<file path="config.mk">
export PLATFORM = sky130hd
export DESIGN_NAME = dcache_ctrl
export DESIGN_NICKNAME = d
export VERILOG_FILES = /design/src/rtl/dcache_pkg.sv /design/src/rtl/dcache_array.sv /design/src/rtl/dcache_ctrl.sv
export SDC_FILE = /design/constraint.sdc
export NUM_CORES = 2
export LEC_CHECK = 0
export ABC_AREA = 1
export CORE_MARGIN = 4
export CORE_UTILIZATION = 50
export CTS_CLUSTER_DIAMETER = 150
export CTS_CLUSTER_SIZE = 25
export DETAILED_ROUTE_END_ITERATION = 10
export PLACE_DENSITY_LB_ADDON = 0.12
export SKIP_LAST_GASP = 1
export SLEW_MARGIN = 0
export SYNTH_ARGS = -nofsm -noshare
export SYNTH_HDL_FRONTEND = slang
export SYNTH_SLANG_ARGS = --single-unit
export TNS_END_PERCENT = 100
</file>
<file path="constraint.sdc">
create_clock -name clk -period 4.28 [get_ports clk]
set_clock_uncertainty 0.2 [all_clocks]
set_input_delay 0.428 -clock clk [delete_from_list [all_inputs] [get_ports clk]]
set_output_delay 0.428 -clock clk [all_outputs]
set_load 0.03 [all_outputs]
</file>
<file path="src/rtl/dcache_pkg.sv">
// Shared types and line geometry for the direct-mapped data cache controller.
package dcache_pkg;

   typedef enum logic [1:0] {
      IDLE = 2'd0,
      REQ  = 2'd1,
      BUSY = 2'd2,
      FILL = 2'd3
   } state_t;

   localparam int LINEW          = 256;
   localparam int WORDS_PER_LINE = 8;
   localparam int OFFSET_LSB     = 2;
   localparam int INDEX_LSB      = 5;

   // Word 0 sits in the MSBs of the line.
   function automatic int word_lsb(input logic [2:0] offset);
      return LINEW - 32 * (int'(offset) + 1);
   endfunction

endpackage

</file>
<file path="src/rtl/dcache_array.sv">
// Tag/valid/dirty/data storage: combinational lookup, word write, line fill.
module dcache_array
   import dcache_pkg::*;
#(
   parameter  int NLINES = 8,
   localparam int IDXW   = $clog2(NLINES),
   localparam int TAGW   = 32 - INDEX_LSB - IDXW
) (
   input  logic             clk,
   input  logic             reset,
   input  logic [IDXW-1:0]  i_index,
   input  logic [TAGW-1:0]  i_tag,
   input  logic [2:0]       i_offset,
   input  logic             i_word_we,
   input  logic [31:0]      i_word_wd,
   input  logic             i_fill,
   input  logic [LINEW-1:0] i_fill_data,
   output logic             o_hit,
   output logic             o_valid,
   output logic             o_dirty,
   output logic [TAGW-1:0]  o_tag,
   output logic [LINEW-1:0] o_line,
   output logic [31:0]      o_word
);

   logic             r_valid [NLINES];
   logic             r_dirty [NLINES];
   logic [TAGW-1:0]  r_tag   [NLINES];
   logic [LINEW-1:0] r_data  [NLINES];

   assign o_valid = r_valid[i_index];
   assign o_dirty = r_dirty[i_index];
   assign o_tag   = r_tag[i_index];
   assign o_line  = r_data[i_index];
   assign o_hit   = r_valid[i_index] & (r_tag[i_index] == i_tag);
   assign o_word  = r_data[i_index][word_lsb(i_offset) +: 32];

   // Only the control bits are cleared; tag/data are don't-care while invalid.
   always_ff @(posedge clk) begin
      if (reset) begin
         for (int i = 0; i < NLINES; i++) begin
            r_valid[i] <= 1'b0;
            r_dirty[i] <= 1'b0;
         end
      end else if (i_fill) begin
         r_valid[i_index] <= 1'b1;
         r_dirty[i_index] <= 1'b0;
         r_tag[i_index]   <= i_tag;
         r_data[i_index]  <= i_fill_data;
      end else if (i_word_we) begin
         r_data[i_index][word_lsb(i_offset) +: 32] <= i_word_wd;
         r_dirty[i_index]                          <= 1'b1;
      end
   end

endmodule

</file>
<file path="src/rtl/dcache_ctrl.sv">
// Direct-mapped write-back/write-allocate cache controller; a dirty victim
// writeback and the refill travel in a single memory block transaction.
module dcache_ctrl
   import dcache_pkg::*;
#(
   parameter int NLINES = 8
) (
   input  logic             clk,
   input  logic             reset,
   input  logic             cpu_re,
   input  logic             cpu_we,
   input  logic [31:0]      cpu_addr,
   input  logic [31:0]      cpu_wd,
   output logic [31:0]      cpu_rd,
   output logic             cpu_stall,
   output logic             mem_blockread,
   output logic             mem_blockwrite,
   output logic [31:0]      mem_readaddr,
   output logic [31:0]      mem_writeaddr,
   output logic [LINEW-1:0] mem_writeblock,
   input  logic [LINEW-1:0] mem_readblock,
   input  logic             mem_ready
);

   // state | meaning
   // IDLE  | serve hits; on a miss latch victim/refill info, wait for mem_ready
   // REQ   | one-cycle blockread strobe (blockwrite if the victim is dirty)
   // BUSY  | memory working, wait for mem_ready
   // FILL  | write refill line into the array, then replay the request

   localparam int IDXW = $clog2(NLINES);
   localparam int TAGW = 32 - INDEX_LSB - IDXW;

   state_t           r_state;
   logic [IDXW-1:0]  w_index;
   logic [TAGW-1:0]  w_tag;
   logic [TAGW-1:0]  w_vtag;
   logic [2:0]       w_offset;
   logic             w_req;
   logic             w_hit;
   logic             w_valid;
   logic             w_dirty;
   logic             w_word_we;
   logic             w_fill;
   logic [LINEW-1:0] w_line;
   logic [31:0]      w_word;
   logic             w_unused;

   assign w_index   = cpu_addr[INDEX_LSB +: IDXW];
   assign w_tag     = cpu_addr[31 -: TAGW];
   assign w_offset  = cpu_addr[OFFSET_LSB +: 3];
   assign w_unused  = &{1'b0, cpu_addr[1:0]};
   assign w_req     = cpu_re | cpu_we;
   assign w_word_we = (r_state == IDLE) & cpu_we & w_hit;
   assign w_fill    = (r_state == FILL);
   assign cpu_stall = (r_state != IDLE) | (w_req & ~w_hit);
   assign cpu_rd    = w_word;

   dcache_array #(
      .NLINES (NLINES)
   ) u_array (
      .clk         (clk),
      .reset       (reset),
      .i_index     (w_index),
      .i_tag       (w_tag),
      .i_offset    (w_offset),
      .i_word_we   (w_word_we),
      .i_word_wd   (cpu_wd),
      .i_fill      (w_fill),
      .i_fill_data (mem_readblock),
      .o_hit       (w_hit),
      .o_valid     (w_valid),
      .o_dirty     (w_dirty),
      .o_tag       (w_vtag),
      .o_line      (w_line),
      .o_word      (w_word)
   );

   always_ff @(posedge clk) begin
      if (reset) begin
         r_state        <= IDLE;
         mem_blockread  <= 1'b0;
         mem_blockwrite <= 1'b0;
         mem_readaddr   <= '0;
         mem_writeaddr  <= '0;
         mem_writeblock <= '0;
      end else begin
         mem_blockread  <= 1'b0;
         mem_blockwrite <= 1'b0;
         case (r_state)
            IDLE: begin
               if (w_req & ~w_hit) begin
                  mem_readaddr   <= {{INDEX_LSB{1'b0}}, cpu_addr[31:INDEX_LSB]};
                  mem_writeaddr  <= {{INDEX_LSB{1'b0}}, w_vtag, w_index};
                  mem_writeblock <= w_line;
                  // mem_ready gate also covers a memory still busy after a reset
                  if (mem_ready) begin
                     r_state        <= REQ;
                     mem_blockread  <= 1'b1;
                     mem_blockwrite <= w_valid & w_dirty;
                  end
               end
            end
            REQ:  r_state <= BUSY;
            BUSY: if (mem_ready) r_state <= FILL;
            FILL: r_state <= IDLE;
            default: r_state <= IDLE;
         endcase
      end
   end

endmodule

</file>
; Word level (Yosys, flattened, before mapping)
; Memory sizes are Yosys's and may differ from the RTL's.
; Cells that the tools add are included.
[totals]
memories = 4
rom_bits = 0
latchBits = 0
mem_bits_rw = 2256
input_bits = 325
register_bits = 314
output_inout_bits = 355
[memory_table]
columns = name, words, width, rd, rd_clocked_by_memory_dff, write_ports, line_no
row1 = u_array.r_data, 8, 256, 1, 0, 1, dcache_array.sv:29  ; logic [LINEW-1:0] r_data [NLINES];
row2 = u_array.r_tag, 8, 24, 1, 0, 1, dcache_array.sv:28  ; logic [TAGW-1:0] r_tag [NLINES];
row3 = u_array.r_dirty, 8, 1, 1, 0, 8, dcache_array.sv:27  ; logic r_dirty [NLINES];
row4 = u_array.r_valid, 8, 1, 1, 0, 8, dcache_array.sv:26  ; logic r_valid [NLINES];
[op_classes]
addsub = 3
n_eq_ne = 7
reduce_logical = 8
shift = 3
mux = 278
mul = 0
bitwise = 268
n_div = 0
order_cmp = 0
[op_table]
columns = op, n
row1 = two-way mux 1 bit, 271
row2 = OR 1 bit, 259
row3 = two-way mux 256 bit, 1
row4 = variable shift 32 x 33 -> 256 bit (first input constant), 1
row5 = indexed part select 256 x 32 -> 32 bit, 1
row6 = indexed part select 32 x 33 -> 256 bit, 1
row7 = negator 32 -> 33 bit, 1
row8 = subtractor 10 x 32 -> 32 bit (first input constant), 1
row9 = equality test 24 bit, 1
row10 = one-hot mux 2 bit (4 select lines), 1
row11 = two-way mux 2 bit, 3
row12 = two-way mux 3 bit, 2
row13 = bitwise AND 1 bit, 5
row14 = adder 3 x 1 -> 4 bit (second input constant), 1
row15 = equality test 2 bit (second input constant), 2
row16 = inequality test 2 bit (second input constant), 2
row17 = NOT 1 bit, 4
row18 = OR reduction 4 bit, 1
row19 = AND reduction 3 bit, 1
row20 = OR reduction 3 bit, 1
row21 = equality test 2 x 1 -> 1 bit (second input constant), 1
row22 = logical NOT 2 bit, 1
row23 = inequality test 2 x 1 -> 1 bit (second input constant), 1
row24 = AND reduction 2 bit, 1
row25 = other kinds (2), 3

; Longest topological paths before layout
; An unclocked memory read counts as a cell.
[depth]
depth_word = 11
mapped_depth = 21
ltp_nobuf = 18

; Modules after synthesis
; Synthesis repeated with hierarchy kept, for this count alone.
[unflattened]
cells_unflattened = 10553
area_unflattened_um2 = 108895.7
[modules_own_cells]
columns = mod, cells_each, area_each_um2, seq_area_each_um2, n_inst
row1 = dcache_array, 9108, 96830.4, 67664.9, 1
row2 = dcache_ctrl, 1445, 12065.3, 6226.0, 1

; Worst setup path after synthesis
; Ideal clock, no wire load.
[synth_timing]
kind = in2reg
start = in cpu_addr[7]
end = mem u_array.r_data[0][0], enable pin
cell_stages = 16
slack_ps = -46
path_buffers = 3
arrival_time_ps = 3705
setup_time_ps = 421
path_cell_list = buf_4 nand2_1 buf_2 nor2_1 o21ai_1 nand2_1 o21bai_1 nand2_1 nor3_1 nand3_1 nor2_8 nand3_1 buf_2 nand2_1 inv_1 nor2_1
[synth_between]
elab_chain_len = 9
elab_cells_between_ends = 10
classes_between = eq/ne (1) / mux (4) / bitwise (3) / memory (2)
[synth_rtl]
columns = item, line_no
row1 = start: declaration, dcache_ctrl.sv:12  ; input logic [31:0] cpu_addr,
row2 = memory read (8 x 24 bit), --
row3 = equality test 24 bit, dcache_array.sv:35  ; assign o_hit = r_valid[i_index] & (r_tag[i_index] == i_tag);
row4 = bitwise AND 1 bit, dcache_array.sv:35
row5 = bitwise AND 1 bit, dcache_ctrl.sv:54  ; assign w_word_we = (r_state == IDLE) & cpu_we & w_hit;
row6 = two-way mux 1 bit, dcache_array.sv:50  ; end else if (i_word_we) begin
row7 = two-way mux 1 bit, dcache_array.sv:45  ; end else if (i_fill) begin
row8 = two-way mux 1 bit, dcache_array.sv:40  ; if (reset) begin
row9 = two-way mux 256 bit (implied by the code), dcache_array.sv:51  ; r_data[i_index][word_lsb(i_offset) +: 32] <= i_word_wd;
row10 = OR 1 bit (no source line), --
row11 = end: declaration, dcache_array.sv:29
; Several ways; a longest one is shown, not always the timed one.

; Worst setup path in the final report
[layout_timing]
start = in cpu_addr[7]
end = out cpu_rd[22]
[layout_between]
elab_chain_len = 2
[layout_rtl]
columns = item, line_no
row1 = memory read (8 x 256 bit), --
row2 = indexed part select 256 x 32 -> 32 bit, dcache_array.sv:36  ; assign o_word = r_data[i_index][word_lsb(i_offset) +: 32];
row3 = end: declaration, dcache_ctrl.sv:14  ; output logic [31:0] cpu_rd,
; Every way passes these cells.

==> results.md <==
- CTS root buffer: clkbuf_16
- Commonest cells in the netlist: edfxtp_1 (2248), nand2_1 (2179), a21oi_1 (478), nand3_1 (361), inv_1 (329)
- Vias per cell: 6.128
- Clock latency on the worst-skew pair: 0.83 ns
- Final min period: 4.310 ns
- HP Class: in2reg
- CP bufs+invs: 7
- Vias in the first global route: 69859
- Die Wd: 455.0 um
- CP endpoint kind: primary output
- Row count: 163
- GRT Util Overall: 0.3748
- Post-synth top area share: 0.6757
- Crit path max-delay family: buffers and inverters
- Worst Setup Start Kind: input port
- Via count: 75342
- CTS tree: done
- First-pass GRT wire length: 539.2 mm
- Mapped cell area: 99900 um^2
- Drt pass-1 iters: 8
- TritonCTS Sinks: 2567
- Async S/R FF share, synth: 0
- Pins Over Slew Limit: 0
- Gpl congestion: 1.049
- Endpoints failing hold: 0
- Total congestion overflow: 0
- YS warnings: 0
- Pin count of the biggest net entering global routing: 131
- Final worst-path cycle share: 1.007
- Status: complete, but fails checks
- Failing checks: negative setup slack
- Slowest stage delay, CP: 0.56 ns
- RSZ-0062 raised after global routing: yes
- Post-synth top flop: edfxtp_1
- Leading area contributor after synthesis: edfxtp_1
- Final Net Count: 9863
- Initial Util: 0.5045
- Slew @ Worst Pin: 1.241 ns
- EDFF count, synth: 2248
- Max H-tree Level: 3
- DRT Wirelength: 396.3 mm
- Fill count: 15137
- Max VDD drop: 0.0003659 V
- Drt drc: 0
- Cell variety after synth: 43
- Worst Path Max Fanout: 16
- Max-Cap Viols: 0
- Setup ws final: -0.03044 ns
- Port bufs: 667
- Area post-placement: 121400 um^2
- Critical Path AT: 3.68 ns
- Critical path class: in2out
- DR iter-0 viols: 11225
- Final ANT Viol Nets: 0
- Pwr per Cell Area: 419.9 nW/um^2
- Io pins: 680
- Die ar.: 207000 um^2
- Hold WS: 0.06262 ns
- Die Y: 455.0 um
- Seq/Total Area, Yosys: 0.7396
- Clk pin slew, worst setup/hold paths: 0.10 ns
- Slew margin rel.: 0.1698
- Initial antenna violation count: 44
- Area Overhead vs Synth: 25.54%
- Routed len/inst: 32.24 um
- Mapped Avg Cell Area: 12.59 um^2
- Finished Cell Area: 125400 um^2
- Cell chain of the critical path: clkdlybuf4s50_1 > buf_6 > nand2_1 > buf_6 > nor2_4 > buf_12 > buf_12 > buf_4 > nand2_1 > nand4_1 > a21oi_1 > nand2_1 > nand3_1 > a21oi_1 > buf_12
- Hpwl dp: 285.9 mm
- Area contributors post-synth: edfxtp_1 (68%), nand2_1 (8.2%), dfxtp_1 (6.4%), a221oi_1 (2.5%), a21oi_1 (2.4%)
- # setup viols final: 6
- Crit-path slowest cell: a21oi_1
- WP data required: 3.65 ns
- Total CTS buffers: 112
- Clock buffer depth: 3
- Leak: 44.91 nW
- FF+latch count, synth: 2567
- Final core occ: 0.6333
- Layout cell share with drive strength beyond 1: 0.1728
- Core area: 198000 um^2
- Mapped Cells: 7933
- Most numerous cell in the Yosys netlist: edfxtp_1
- Fmax: 232.0 MHz
==> path summary, 6_finish.rpt <==
| kind | start | endpoint | slack, ns | depth (start not counted) |
|---|---|---|---|---|
| setup reg to reg | u_array.r_tag[3][14]$_DFFE_PP_ | u_array.r_data[7][255]$_DFFE_PP_ | 0.62 | 13 |
| hold reg to reg | mem_writeblock[12]$_SDFFE_PP0P_ | mem_writeblock[12]$_SDFFE_PP0P_ | 0.27 | 2 |
| setup / recovery | cpu_addr[7] | cpu_rd[22] | -0.03 | 15 |
| hold / removal | mem_ready | mem_blockread$_SDFF_PP0_ | 0.06 | 3 |
==> routing by layer <==
layer | GRT usage | share of wire
met1 | 0.4751 | 0.35
met2 | 0.5560 | 0.44
met3 | 0.09533 | 0.12
met4 | 0.2861 | 0.095
met5 | 0 | 0.00040
==> timing repair <==
item | 4_1_cts | 5_1_grt
pin swaps | 6 | 24
buffers inserted | 8 | 29
hold buffers | 2 | 1
endpoints found under the setup margin | 20 | 30
gates resized for setup | 18 | 52
gates cloned | 0 | 1
endpoints found under the hold margin | 17 | 1
==> kinds of logic after synthesis <==
| kind of cell | Yosys count | synth area share |
|---|---|---|
| buffers and inverters | 859 | 0.03527 |
| adder cells (fa/ha/maj) | 9 | 0.001127 |
| flip-flops | 2567 | 0.7396 |
| other | 1 | 0.00003754 |
| AND/OR/NAND/NOR | 2945 | 0.1220 |
| XOR/XNOR | 2 | 0.0001754 |
| AO/OA/AOI/OAI | 1550 | 0.1017 |
==> power by group <==
group	internal, mW	switching (mW)
combinational	3.99	7.39
sequential	28.0	0.445
clock	5.14	7.67
total	37.2	15.5
==> placed cells by master, fill, tap and decap left out, drive strengths merged <==
cell type      instances
nand2               2181
a22oi                268
and2                   1
buf                 1359
nor4                   1
o2bb2ai               47
ha                     9
nor3                  10
clkdlybuf4s50        630
o21ai                335
and3                  25
nor2                 181
xnor2                  1
or2                    9
a221oi               287
conb                  10
a21oi                478
o2111a                 6
diode                 26
o211ai                 7
o21bai                 7
clkbuf               210
dlymetal6s2s           1
inv                  340
dlygate4sd3            3
a21boi                 1
a31oi                  1
dfxtp                319
nand3                362
o22ai                  8
nand3b                 6
xor2                   1
clkinv                 2
a22o                 105
nand4                169
edfxtp              2248
==> sequential cells by signal, indices dropped and copies added, names as in the netlist <==
name / count
mem_readaddr: 24
u_array.r_dirty: 8
r_state: 2
u_array.r_valid: 8
mem_writeblock: 256
mem_blockwrite: 1
mem_writeaddr: 27
u_array.r_data: 2048
mem_blockread: 1
u_array.r_tag: 192
==> worst min-delay path: stages <==
cell and delay [ns]:
clkdlybuf4s50_1 0.40, inv_1 0.14, nor3_1 0.07
==> area by class of cell <==
class | count | area [um^2] | share of cell area
clock buffers | 209 | 3231 | 0.02576
well taps | 2640 | 3303 | 0.02634
repair buffers | 1994 | 19960 | 0.1592
inverters | 338 | 1299 | 0.01036
clock inverters | 4 | 35.03 | 0.0002793
multi-input cells | 4516 | 23630 | 0.1884
flip-flops and latches | 2567 | 73890 | 0.5892
diodes | 26 | 65.06 | 0.0005188
==> through the flow <==
stage / power, mW / setup TNS [ns] / std cells / setup WS [ns]
2_1_floorplan: 33.95 / -66.66 / 7942 / -0.04639
3_3_place_gp: 39.95 / -33.81 / 12015 / -0.1696
3_5_place_dp: 40.07 / -80.48 / 12015 / -0.2346
4_1_cts: 52.37 / -0.1073 / 12238 / -0.03835
5_1_grt: 54.09 / -0.2193 / 12271 / -0.03785
6_report: 52.66 / -0.1482 / 12294 / -0.03044
(Power assumes the default switching activity.)
